$ cat src/rtl/serial_pkg.sv
// Shared constants and FSM state type for the nibble-serial link.
package serial_pkg;

  localparam int NIBBLE_W         = 4;
  localparam int WORD_W           = 32;
  localparam int NIBBLES_PER_WORD = 8;
  localparam int CNT_W            = $clog2(NIBBLES_PER_WORD);

  typedef enum logic {
    IDLE,
    RECV
  } rx_state_e;

endpackage

$ cat src/rtl/serial_receiver_if.sv
// Push/pop handshake bundle between the word assembler and its FIFO.
interface serial_receiver_if #(
  parameter int W     = 32,
  parameter int DEPTH = 4
);

  localparam int CW = $clog2(DEPTH) + 1;

  logic          push;
  logic [W-1:0]  push_data;
  logic          pop;
  logic [W-1:0]  rd_data;
  logic          full;
  logic          empty;
  logic [CW-1:0] count;
  logic          drop;

  modport master (
    output push, push_data, pop,
    input  rd_data, full, empty, count, drop
  );

  modport slave (
    input  push, push_data, pop,
    output rd_data, full, empty, count, drop
  );

endinterface

$ cat src/rtl/sync_fifo.sv
// First-word-fall-through FIFO; a push while full is dropped unless
// a pop frees the slot in the same cycle.
module sync_fifo #(
  parameter int W     = 32,
  parameter int DEPTH = 4
) (
  input  logic Clk,
  input  logic Reset,
  serial_receiver_if.slave f
);

  localparam int AW = $clog2(DEPTH);
  localparam logic [AW:0] FULL_CNT = (AW+1)'(DEPTH);

  logic [W-1:0]  r_mem [DEPTH];
  logic [AW-1:0] r_wr;
  logic [AW-1:0] r_rd;
  logic [AW:0]   r_count;

  logic w_full;
  logic w_empty;
  logic w_pop;
  logic w_push;

  assign w_full  = (r_count == FULL_CNT);
  assign w_empty = (r_count == '0);
  assign w_pop   = f.pop & ~w_empty;
  assign w_push  = f.push & (~w_full | w_pop);

  always_ff @(posedge Clk) begin
    if (w_push) r_mem[r_wr] <= f.push_data;
  end

  always_ff @(posedge Clk) begin
    if (!Reset) begin
      r_wr    <= '0;
      r_rd    <= '0;
      r_count <= '0;
    end else begin
      if (w_push) r_wr <= r_wr + 1'b1;
      if (w_pop)  r_rd <= r_rd + 1'b1;
      unique case ({w_push, w_pop})
        2'b10:   r_count <= r_count + 1'b1;
        2'b01:   r_count <= r_count - 1'b1;
        default: r_count <= r_count;
      endcase
    end
  end

  // Head is forced to zero when empty so stale storage never shows.
  assign f.rd_data = w_empty ? '0 : r_mem[r_rd];
  assign f.full    = w_full;
  assign f.empty   = w_empty;
  assign f.count   = r_count;
  assign f.drop    = f.push & w_full & ~w_pop;

endmodule

$ cat src/rtl/serial_receiver.sv
// Reassembles MSB-first nibble stream into 32-bit words and queues them.
module serial_receiver
  import serial_pkg::*;
#(
  parameter int DEPTH = 4
) (
  input  logic                    Clk,
  input  logic                    Reset,
  input  logic                    ClkTx,
  input  logic [NIBBLE_W-1:0]     DIn,
  input  logic                    DInValid,
  input  logic                    ReadEn,
  input  logic                    Clear,
  output logic [WORD_W-1:0]       DOut,
  output logic                    DOutValid,
  output logic                    Full,
  output logic [$clog2(DEPTH):0]  Count,
  output logic                    Overflow,
  output logic                    FrameErr
);

  serial_receiver_if #(.W(WORD_W), .DEPTH(DEPTH)) u_if ();

  sync_fifo #(.W(WORD_W), .DEPTH(DEPTH)) u_fifo (
    .Clk   (Clk),
    .Reset (Reset),
    .f     (u_if.slave)
  );

  rx_state_e         r_state;
  rx_state_e         w_state_nxt;
  logic              r_clktx_q;
  logic [WORD_W-1:0] r_shift;
  logic [WORD_W-1:0] w_shift_nxt;
  logic [CNT_W-1:0]  r_cnt;
  logic [CNT_W-1:0]  w_cnt_nxt;
  logic              r_ovf;
  logic              r_ferr;
  logic              w_cap;
  logic              w_push;
  logic              w_ferr_evt;

  assign w_cap = ClkTx & ~r_clktx_q & DInValid;

  always_comb begin
    w_state_nxt = r_state;
    w_shift_nxt = r_shift;
    w_cnt_nxt   = r_cnt;
    w_push      = 1'b0;
    w_ferr_evt  = 1'b0;
    unique case (r_state)
      IDLE: begin
        if (w_cap) begin
          w_shift_nxt = {{(WORD_W-NIBBLE_W){1'b0}}, DIn};
          w_cnt_nxt   = CNT_W'(1);
          w_state_nxt = RECV;
        end
      end
      RECV: begin
        if (!DInValid) begin
          w_ferr_evt  = 1'b1;
          w_cnt_nxt   = '0;
          w_state_nxt = IDLE;
        end else if (w_cap) begin
          w_shift_nxt = {r_shift[WORD_W-NIBBLE_W-1:0], DIn};
          if (r_cnt == CNT_W'(NIBBLES_PER_WORD-1)) begin
            w_push      = 1'b1;
            w_cnt_nxt   = '0;
            w_state_nxt = IDLE;
          end else begin
            w_cnt_nxt = r_cnt + CNT_W'(1);
          end
        end
      end
      default: w_state_nxt = IDLE;
    endcase
  end

  always_ff @(posedge Clk) begin
    if (!Reset) begin
      r_state   <= IDLE;
      r_clktx_q <= 1'b0;
      r_shift   <= '0;
      r_cnt     <= '0;
    end else begin
      r_state   <= w_state_nxt;
      r_clktx_q <= ClkTx;
      r_shift   <= w_shift_nxt;
      r_cnt     <= w_cnt_nxt;
    end
  end

  // A new error event beats a simultaneous Clear.
  always_ff @(posedge Clk) begin
    if (!Reset) begin
      r_ovf  <= 1'b0;
      r_ferr <= 1'b0;
    end else begin
      r_ovf  <= u_if.drop  | (r_ovf  & ~Clear);
      r_ferr <= w_ferr_evt | (r_ferr & ~Clear);
    end
  end

  assign u_if.push      = w_push;
  assign u_if.push_data = w_shift_nxt;
  assign u_if.pop       = ReadEn;

  assign DOut      = u_if.rd_data;
  assign DOutValid = ~u_if.empty;
  assign Full      = u_if.full;
  assign Count     = u_if.count;
  assign Overflow  = r_ovf;
  assign FrameErr  = r_ferr;

endmodule

$ cat config.mk
export PLATFORM = sky130hd
export DESIGN_NAME = serial_receiver
export DESIGN_NICKNAME = d
export VERILOG_FILES = /design/src/rtl/serial_pkg.sv /design/src/rtl/serial_receiver_if.sv /design/src/rtl/sync_fifo.sv /design/src/rtl/serial_receiver.sv
export SDC_FILE = /design/constraint.sdc
export NUM_CORES = 1
export LEC_CHECK = 0
export ABC_CLOCK_PERIOD_IN_PS = 3350
export CORE_UTILIZATION = 61
export CTS_CLUSTER_DIAMETER = 100
export DETAILED_ROUTE_END_ITERATION = 7
export DONT_BUFFER_PORTS = 1
export PLACE_DENSITY_LB_ADDON = 0.2
export SYNTH_ARGS = -nofsm -noshare
export SYNTH_HDL_FRONTEND = slang
export SYNTH_HIERARCHICAL = 1
export SYNTH_SLANG_ARGS = --single-unit
$ cat constraint.sdc
create_clock -name Clk -period 3.35 [get_ports Clk]
set_input_delay 0.67 -clock Clk [delete_from_list [all_inputs] [get_ports Clk]]
set_output_delay 0.67 -clock Clk [all_outputs]
set_load 0.01 [all_outputs]
==> results, run 1 <==
- Counting flops with an async set or reset pin after synthesis yields a share of 0%.
- The setup slack of the most critical reg-to-reg path is 0.64 ns.
- In this run the remaining antenna-violating nets after routing total 0.
- The number of antenna violations at the first check in global routing is 0.
- The kind of capture point of the worst setup path is a primary output.
- The number of maximum-capacitance violations is 0.
- Sequential elements use 67.7% of the synthesized area.
- After detailed routing, the number of vias per cell comes to around 6.0.
- The pre-antenna-repair detailed-routing pass consisted of 6 iterations.
- In this run, CTS created clock tree buffers numbering 17.
- The met1 routing resource usage after global routing is 29.3%.
- The area of the core region is between 10000 and 15000 µm².
- The sum of negative setup slack is 0 ns.
- The most common cell in the synthesized netlist is sky130_fd_sc_hd__edfxtp_1.
- Synthesis produced between 400 and 500 cells.
- The layout cell share with drive strength beyond 1 is 16.5%.
- The number of diodes added for antenna fixing is 0.
- The clock sink count is ~180.
- The total grt overflow is 0.
- The tree is rooted in a sky130_fd_sc_hd__clkbuf_16.
- The synthesized design devotes to its leading area cell type 54.1% of total area.
- The initial utilization of the core area, before any placement, comes to 62.5%.
- The post-synthesis instance area is about 7000 µm².
- The area growth from synthesis to final layout is 10.7%.
- The largest clock skew in the final design is ~0.0073 ns.
- VDD sags by at most a little under 0.3 mV.
- The number of nets in the synthesized netlist is ~490.
- The final core utilization is approximately 69%.
- At the worst endpoint, the arrival time is 2.10 ns.
- Counting flops with a built-in enable in the synthesized netlist gives 128.
- Once the clock tree was built, the setup fixing pass inserted 0 buffers.
- A synthesized cell averages between 15 and 20 µm².
- The hold buffer count at cts is 0.
- The final max-slew violation count is 0.
- Setup violations remaining at the end of the flow were counted as 0.
- The most used flip-flop cell after synthesis is sky130_fd_sc_hd__edfxtp_1.
- Counting the fill cells in the layout gives between 700 and 800.
- The minimum clock period is around 2.8 ns.
- The worst hold path terminates at Overflow$_SDFF_PN0_.
- Power spread over the standard cell area amounts to approximately 560 nW/µm².
- The later pin in the worst-skew pair is clocked with a latency of 0.41 ns.
- The number of rows created at floorplan is 39.
- Yosys mapped the design onto 40 distinct sky130hd cell types.
- The class of the most critical hold timing path is in2reg.
- After layout, the worst setup slack is about 0.58 ns.
- Measured along the y axis, the die boundary spans ~110 µm.
- The maximum fanout along the worst path is 21.
- After detailed routing, the number of remaining DRC violations is 0.
- The violation count after the first detailed-route iteration is 260.
- Entering global routing, the biggest net connects 47 pins.
- The half-perimeter wire length after placement is approximately 7600 µm.
- The number of gates resized after cts is 0.
- Sorting the synthesized cells by area gives the leading types as sky130_fd_sc_hd__edfxtp_1 54%, sky130_fd_sc_hd__dfxtp_1 14%, sky130_fd_sc_hd__mux4_2 10%.
- The synthesis-stage register bit count is around 180.
- The fmax is approximately 0.36 GHz.
- Setup repair after global routing left no endpoint under its margin.
- After synthesis, the most frequently instantiated cells are 128 x sky130_fd_sc_hd__edfxtp_1, 61 x sky130_fd_sc_hd__nand2_1, 48 x sky130_fd_sc_hd__dfxtp_1.
- The kind of critical path is reg2out.
- The longest clock path from root to sink contains 2 buffers.
- The final layout contains ~490 nets.
- The measured slew at the worst slew-check pin is between 0.7 and 0.8 ns.
- The via count of the first global-routing pass is roughly 3800.
- For the worst setup path, the data required time is 2.68 ns.
- The global routing usage on met3 is around 6%.
- The worst hold path begins at Reset.
- The die covers between 10000 and 15000 µm².
- For this block, the routed nets add up to 12500 µm of wire.
- The global placement routability congestion is approximately 0.73.
- The worst register-to-register path begins at r_cnt[0]$_SDFFE_PN0P_.
- TritonCTS built the clock tree.
- The most crowded layer after global routing is met2.
- The leakage power of the design is roughly 0.0027 µW.
- The worst reg-to-reg path cell count is 7.
- From left edge to right edge, the die measures 110 µm.
- The aggregate global-route resource usage is 22.8%.
- The number of cells traversed by the worst hold path is 1.
- The pre-CTS setup slack is ~0.49 ns.
- For this run, global-route usage on met2 was measured as roughly 37%.
- The final hold violation count was 0.
- After detailed routing, the average wire length per cell comes to about 20 µm.
- For this run, the number of Yosys warnings is 6.
- The count of input and output buffers is 0.
- The destination of the worst register-to-register timing path is u_fifo/r_mem[3][24]$_DFFE_PP_.
- The synthesized design spends more area on one cell type than any other, namely sky130_fd_sc_hd__edfxtp_1.
- The final clock period utilization by the worst path is 82.6%.
- The number of primary I/O pins is ~50.
- The routed layout has approximately 3800 vias.
- The flow ran to the end, and the final reports show no timing, DRC or antenna violations.
- The kind of start point of the critical path is a flip-flop.
- The deepest level of the CTS H-tree is 4.
- The clock-pin slew reported for the worst setup and hold paths after clock tree synthesis is ~0.06 ns.
- Measured against its own limit, the worst slew margin works out to about half.
- The first global-routing pass estimated approximately 20000 µm of wire.
flip-flops by register name, summed over array words and instances, names as in the netlist, 2 cells and up, named ones only:
signal,cells
r_shift,32
u_fifo/f.count,3
u_fifo/r_mem,128
r_cnt,3
u_fifo/r_rd,2
u_fifo/r_wr,2
through the flow:
| stage | power [µW] | cell area (µm²) | instances | hold WS [ns] |
|---|---|---|---|---|
| floorplan | 2410 | 7100 | 469 | 0.439 |
| global placement | 2410 | 7240 | 595 | 0.446 |
| detailed placement | 2420 | 7240 | 595 | 0.453 |
| CTS | 4440 | 7860 | 627 | 0.361 |
| global route | 4540 | 7860 | 627 | 0.354 |
| finish | 4420 | 7860 | 627 | 0.375 |
layout make-up:
type / instances / area (µm²) / area share [%]
multi-input combinational: 255 / 2080 / 26.5
tap: 143 / 179 / 2.28
timing repair buffer: 12 / 140 / 1.78
sequential: 176 / 4810 / 61.1
inverter: 9 / 33.8 / 0.430
clock buffer: 22 / 464 / 5.90
clock inverter: 10 / 159 / 2.02
worst max-delay path, stage by stage (launching register included):
cell	delay [ns]
sky130_fd_sc_hd__dfxtp_2	0.65
sky130_fd_sc_hd__buf_12	0.28
sky130_fd_sc_hd__mux4_2	0.56
sky130_fd_sc_hd__nor2b_1	0.18
metal layers:
metal  share of wire (%)  vias to the layer above
met5                   0                        -
met4                 1.1                        0
met3                 4.7                       13
met2                  51                       91
met1                  43                     1920
li1                    -                     1735
worst max path at each step:
stage | from | to | depth (start not counted)
final | flip-flop | DOut[18] | 3
after floorplan | DInValid | u_fifo/r_mem[0][0]$_DFFE_PP_ | 8
after detailed placement | DInValid | u_fifo/r_mem[3][25]$_DFFE_PP_ | 6
after CTS | flip-flop | DOut[18] | 3
after global routing | r_cnt[0]$_SDFFE_PN0P_ | u_fifo/r_mem[3][21]$_DFFE_PP_ | 7
after global placement | DInValid | u_fifo/r_mem[3][28]$_DFFE_PP_ | 6
power by group:
group          leakage [µW]  switching (µW)  internal (µW)
clock              0.000302             765           1290
sequential          0.00158            3.40           2310
combinational      0.000834            30.7           19.7
layout by cell type, fill, tap and decap left out, types with 2 or more instances in the layout:
cell / n
sky130_fd_sc_hd__a31oi_1: 2
sky130_fd_sc_hd__mux2_4: 4
sky130_fd_sc_hd__nor2b_1: 34
sky130_fd_sc_hd__clkinv_2: 2
sky130_fd_sc_hd__nand2b_1: 4
sky130_fd_sc_hd__nand2_1: 61
sky130_fd_sc_hd__xor2_1: 3
sky130_fd_sc_hd__mux2i_1: 2
sky130_fd_sc_hd__ha_1: 6
sky130_fd_sc_hd__edfxtp_1: 128
sky130_fd_sc_hd__inv_1: 9
sky130_fd_sc_hd__a21boi_1: 25
sky130_fd_sc_hd__bufinv_16: 4
sky130_fd_sc_hd__clkbuf_1: 3
sky130_fd_sc_hd__buf_4: 8
sky130_fd_sc_hd__nor2_1: 6
sky130_fd_sc_hd__mux4_2: 32
sky130_fd_sc_hd__nand4_1: 2
sky130_fd_sc_hd__and3_1: 2
sky130_fd_sc_hd__o21ai_0: 4
sky130_fd_sc_hd__and2_1: 10
sky130_fd_sc_hd__clkbuf_8: 2
sky130_fd_sc_hd__a21oi_1: 2
sky130_fd_sc_hd__clkbuf_16: 17
sky130_fd_sc_hd__nand3_1: 33
sky130_fd_sc_hd__dfxtp_1: 47
sky130_fd_sc_hd__buf_12: 4
sky130_fd_sc_hd__nand3b_1: 2
sky130_fd_sc_hd__o211ai_1: 3
sky130_fd_sc_hd__a21boi_0: 4
sky130_fd_sc_hd__clkinv_4: 2
kinds of logic (layout without fill, tap and decap cells):
family	Yosys count	count (layout)	synth area share (%)
xor+xnor	4	4	0.493
flops	176	176	67.7
simple gates	159	159	11.3
compound gates	47	47	4.85
fa+ha+maj	7	7	1.34
mux	38	38	11.3
buf+inv	38	53	3.05
No activity file was read; power rests on OpenSTA's default activity.
==> inputs of run 2 (changes only) <==
Settings changed: ABC_CLOCK_PERIOD_IN_PS 3350 to 2400, CORE_UTILIZATION 61 to 57.
Clock period 3.35 ns to 2.4 ns, I/O delays scaled along.
==> results, run 2 (synthesis gave the netlist of run 1 again) <==
- The number of antenna violations at the first check in global routing was 0 (unchanged).
- Clock tree synthesis selected as its root buffer the cell sky130_fd_sc_hd__clkbuf_16.
- The die width is 114 µm (+3.4%).
- The final hold violation count came to 0 (unchanged).
- The post-detailed-route count of antenna-violating nets is 0 (unchanged).
- The hold buffer count at cts is 0 (unchanged).
- The clock tree from TritonCTS is done.
- The layout cell share with drive strength beyond 1 is 17.8% (+1.3 points).
- The average vias per placed instance is 5.72 (-4.6%).
- The via count of the first global-routing pass is 3841 (+0.73%).
- The number of flip-flops in the largest register was 128 (unchanged).
- The count of input and output buffers was 0 (unchanged).
- The largest clock skew in the final design was 0.00646 ns (-0.000824 ns).
- The total via count in the routed design is 3757 (-0.053%).
- The clock-pin slew reported for the worst setup and hold paths after clock tree synthesis was 0.06 ns (about the same).
- The endpoint identified for the worst register-to-register timing path is u_fifo/f.count[2]$_SDFFE_PN0P_.
- The height of the chip came to 114 µm (+3.4%).
- The measured slew at the worst slew-check pin is 0.471 ns (-0.267 ns).
- The worst path arrival time is 1.80 ns (-0.30 ns).
- The final routed wirelength across all metal layers is 12400 µm (-0.78%).
- The worst reg-to-reg path cell count was 9 (+2).
- The number of diodes added for antenna fixing came to 0 (unchanged).
- The worst-case clock buffer depth was 2 (unchanged).
- The peak supply drop is 0.384 mV (+33%).
- The minimum clock period is between 2 and 2.5 ns.
- The final instance area came to 7870 µm² (about the same).
- The global-route wire length before repair came to 19600 µm (-0.21%).
- The final setup slack of the worst path is 0.121 ns (-0.460 ns).
- The worst hold path terminates at Overflow$_SDFF_PN0_.
- The number of cells traversed by the worst hold path came to 1 (unchanged).
- The worst max-slew margin expressed relative to the limit is 68.5% (+18 points).
- The area occupied by multi-input gates is 2080 µm² (+0.24%).
- The maximum fanout along the worst path is 32 (+52%).
- The deepest level of the CTS H-tree is 4 (unchanged).
- The worst hold path begins at Reset.
- The kind of critical path is reg2out.
- The total grt overflow is 0 (unchanged).
- The most common cell after layout, fill and taps aside is sky130_fd_sc_hd__edfxtp_1.
- The post-placement cell area is 7290 µm² (+0.67%).
- The kind of capture point of the worst setup path is a primary output.
- The DRC violation count after routing is 0 (unchanged).
- The final core utilization is 65.2% (-3.9 points).
- The final max-slew violation count came to 0 (unchanged).
- The average routed wire per standard cell is 18.9 µm (-5.3%).
- The run finished with clean final reports.
- The worst setup path is launched from a flip-flop.
- u_fifo/r_mem holds more flip-flops than any other register.
- The leakage power of the design is 0.00272 µW (+0.34%).
- The area of the core region is 12100 µm² (+6.1%).
- The clock sink count is 176 (unchanged).
- The clock insertion delay at the later pin of the skew report is 0.42 ns (about the same).
- The number of buffers created by CTS was 17 (unchanged).
- The final net count is 493 (+1.0%).
- Setup repair after global routing left no endpoint under its margin.
- The violation count after the first detailed-route iteration is 189 (-27%).
- The cell count after placement is 625 (+5.0%).
- The detailed-router iteration count before antenna repair is 4 (-2).
- The final instance count without filler cells is 657 (+4.8%).
- Dividing the final minimum period by the clock period gives 94.9%.
- The cell area power density is 760 nW/µm² (+35%).
- The total of fill cells in the finished design is 858 (+16%).
- For this run, the top clock speed supported by timing is around 0.44 GHz.
- The count of endpoints failing setup in the final report is 0 (unchanged).
- The pre-CTS setup slack was 0.371 ns (-0.121 ns).
- The global placement routability congestion came to 0.720 (-2.0%).
- The starting density of the core is 58.9% (-3.6 points).
- The worst endpoint required time is 1.92 ns (-0.76 ns).
- In the final layout, the registers with the most flip-flops are u_fifo/r_mem x128, r_shift x32.
- The aggregate global-route resource usage was 20.9% (-1.9 points).
- The critical register-to-register path startpoint is r_cnt[0]$_SDFFE_PN0P_.
- The die outline area came to 12900 µm² (+6.9%).
- The number of gates resized after cts is 0 (unchanged).
- The number of maximum-capacitance violations is 0 (unchanged).
- The area growth from synthesis to final layout is 10.8% (about the same).
- The tightest min-delay check is of the in2reg type.
- The setup fix buffers added after clock tree synthesis came to 0 (unchanged).
- The worst hold-check slack is 0.184 ns (-0.191 ns).
- The setup slack of the most critical reg-to-reg path is 0.35 ns (-0.29 ns).
- The top cell types in the final layout, fill and taps aside, are 128 x sky130_fd_sc_hd__edfxtp_1, 61 x sky130_fd_sc_hd__nand2_1, 47 x sky130_fd_sc_hd__dfxtp_1.
- The number of primary I/O pins was 49 (unchanged).
- The register area was 4810 µm² (unchanged).
- The number of rows created at floorplan is 40 (+2.6%).
- The maximum number of pins on one net before global-route repair was 47 (unchanged).
- The half-perimeter wire length after placement is 7430 µm (-2.5%).
-- run 2: where the power goes --
group / internal [µW] / total, µW / switching (µW)
Sequential: 3230 / 3240 / 4.17
Combinational: 27.2 / 68.2 / 41.0
Clock: 1640 / 2670 / 1030
Total: 4900 / 5980 / 1080
-- run 2: worst max-delay path by stage --
stage               depth (start not counted)                            end             startpoint
global placement                            8   u_fifo/r_mem[1][6]$_DFFE_PP_  r_cnt[0]$_SDFFE_PN0P_
CTS                                         3                        DOut[4]              flip-flop
finish                                      3                       DOut[31]              flip-flop
floorplan                                   8   u_fifo/r_mem[0][0]$_DFFE_PP_               DInValid
detailed placement                          8  u_fifo/r_mem[1][12]$_DFFE_PP_  r_cnt[0]$_SDFFE_PN0P_
global route                                3                       DOut[31]              flip-flop
-- run 2: metal layers --
metal	vias up	routed length (µm)	GRT usage [%]
li1	1748	-	-
met1	1901	5420	26.5
met2	93	6250	34.7
met3	15	570	5.58
met4	0	172	7.89
met5	-	0	0
-- run 2: per-stage QoR --
stage | power (µW) | TNS [ns]
after detailed placement | 3370 | 0
final | 5980 | 0
after global routing | 6150 | 0
after global placement | 3370 | 0
after CTS | 6020 | 0
after floorplan | 3370 | -21.44
-- run 2: area by class of cell --
class | instances | area share [%]
flip-flops and latches | 176 | 61.1
multi-input cells | 255 | 26.5
clock buffers | 26 | 6.36
well taps | 168 | 2.67
repair buffers | 17 | 1.94
clock inverters | 6 | 1.02
inverters | 9 | 0.429
-- run 2: worst max-delay path: stages (launching register included) --
cell and delay, ns:
sky130_fd_sc_hd__dfxtp_2 0.34, sky130_fd_sc_hd__buf_12 0.26, sky130_fd_sc_hd__mux4_2 0.57, sky130_fd_sc_hd__nor2b_1 0.18
==> inputs of run 3 (changes only) <==
Settings changed: CAP_MARGIN set to 20.
==> results of run 3 <==
No change in the layout: final DEF, timing and power equal those of run 2.
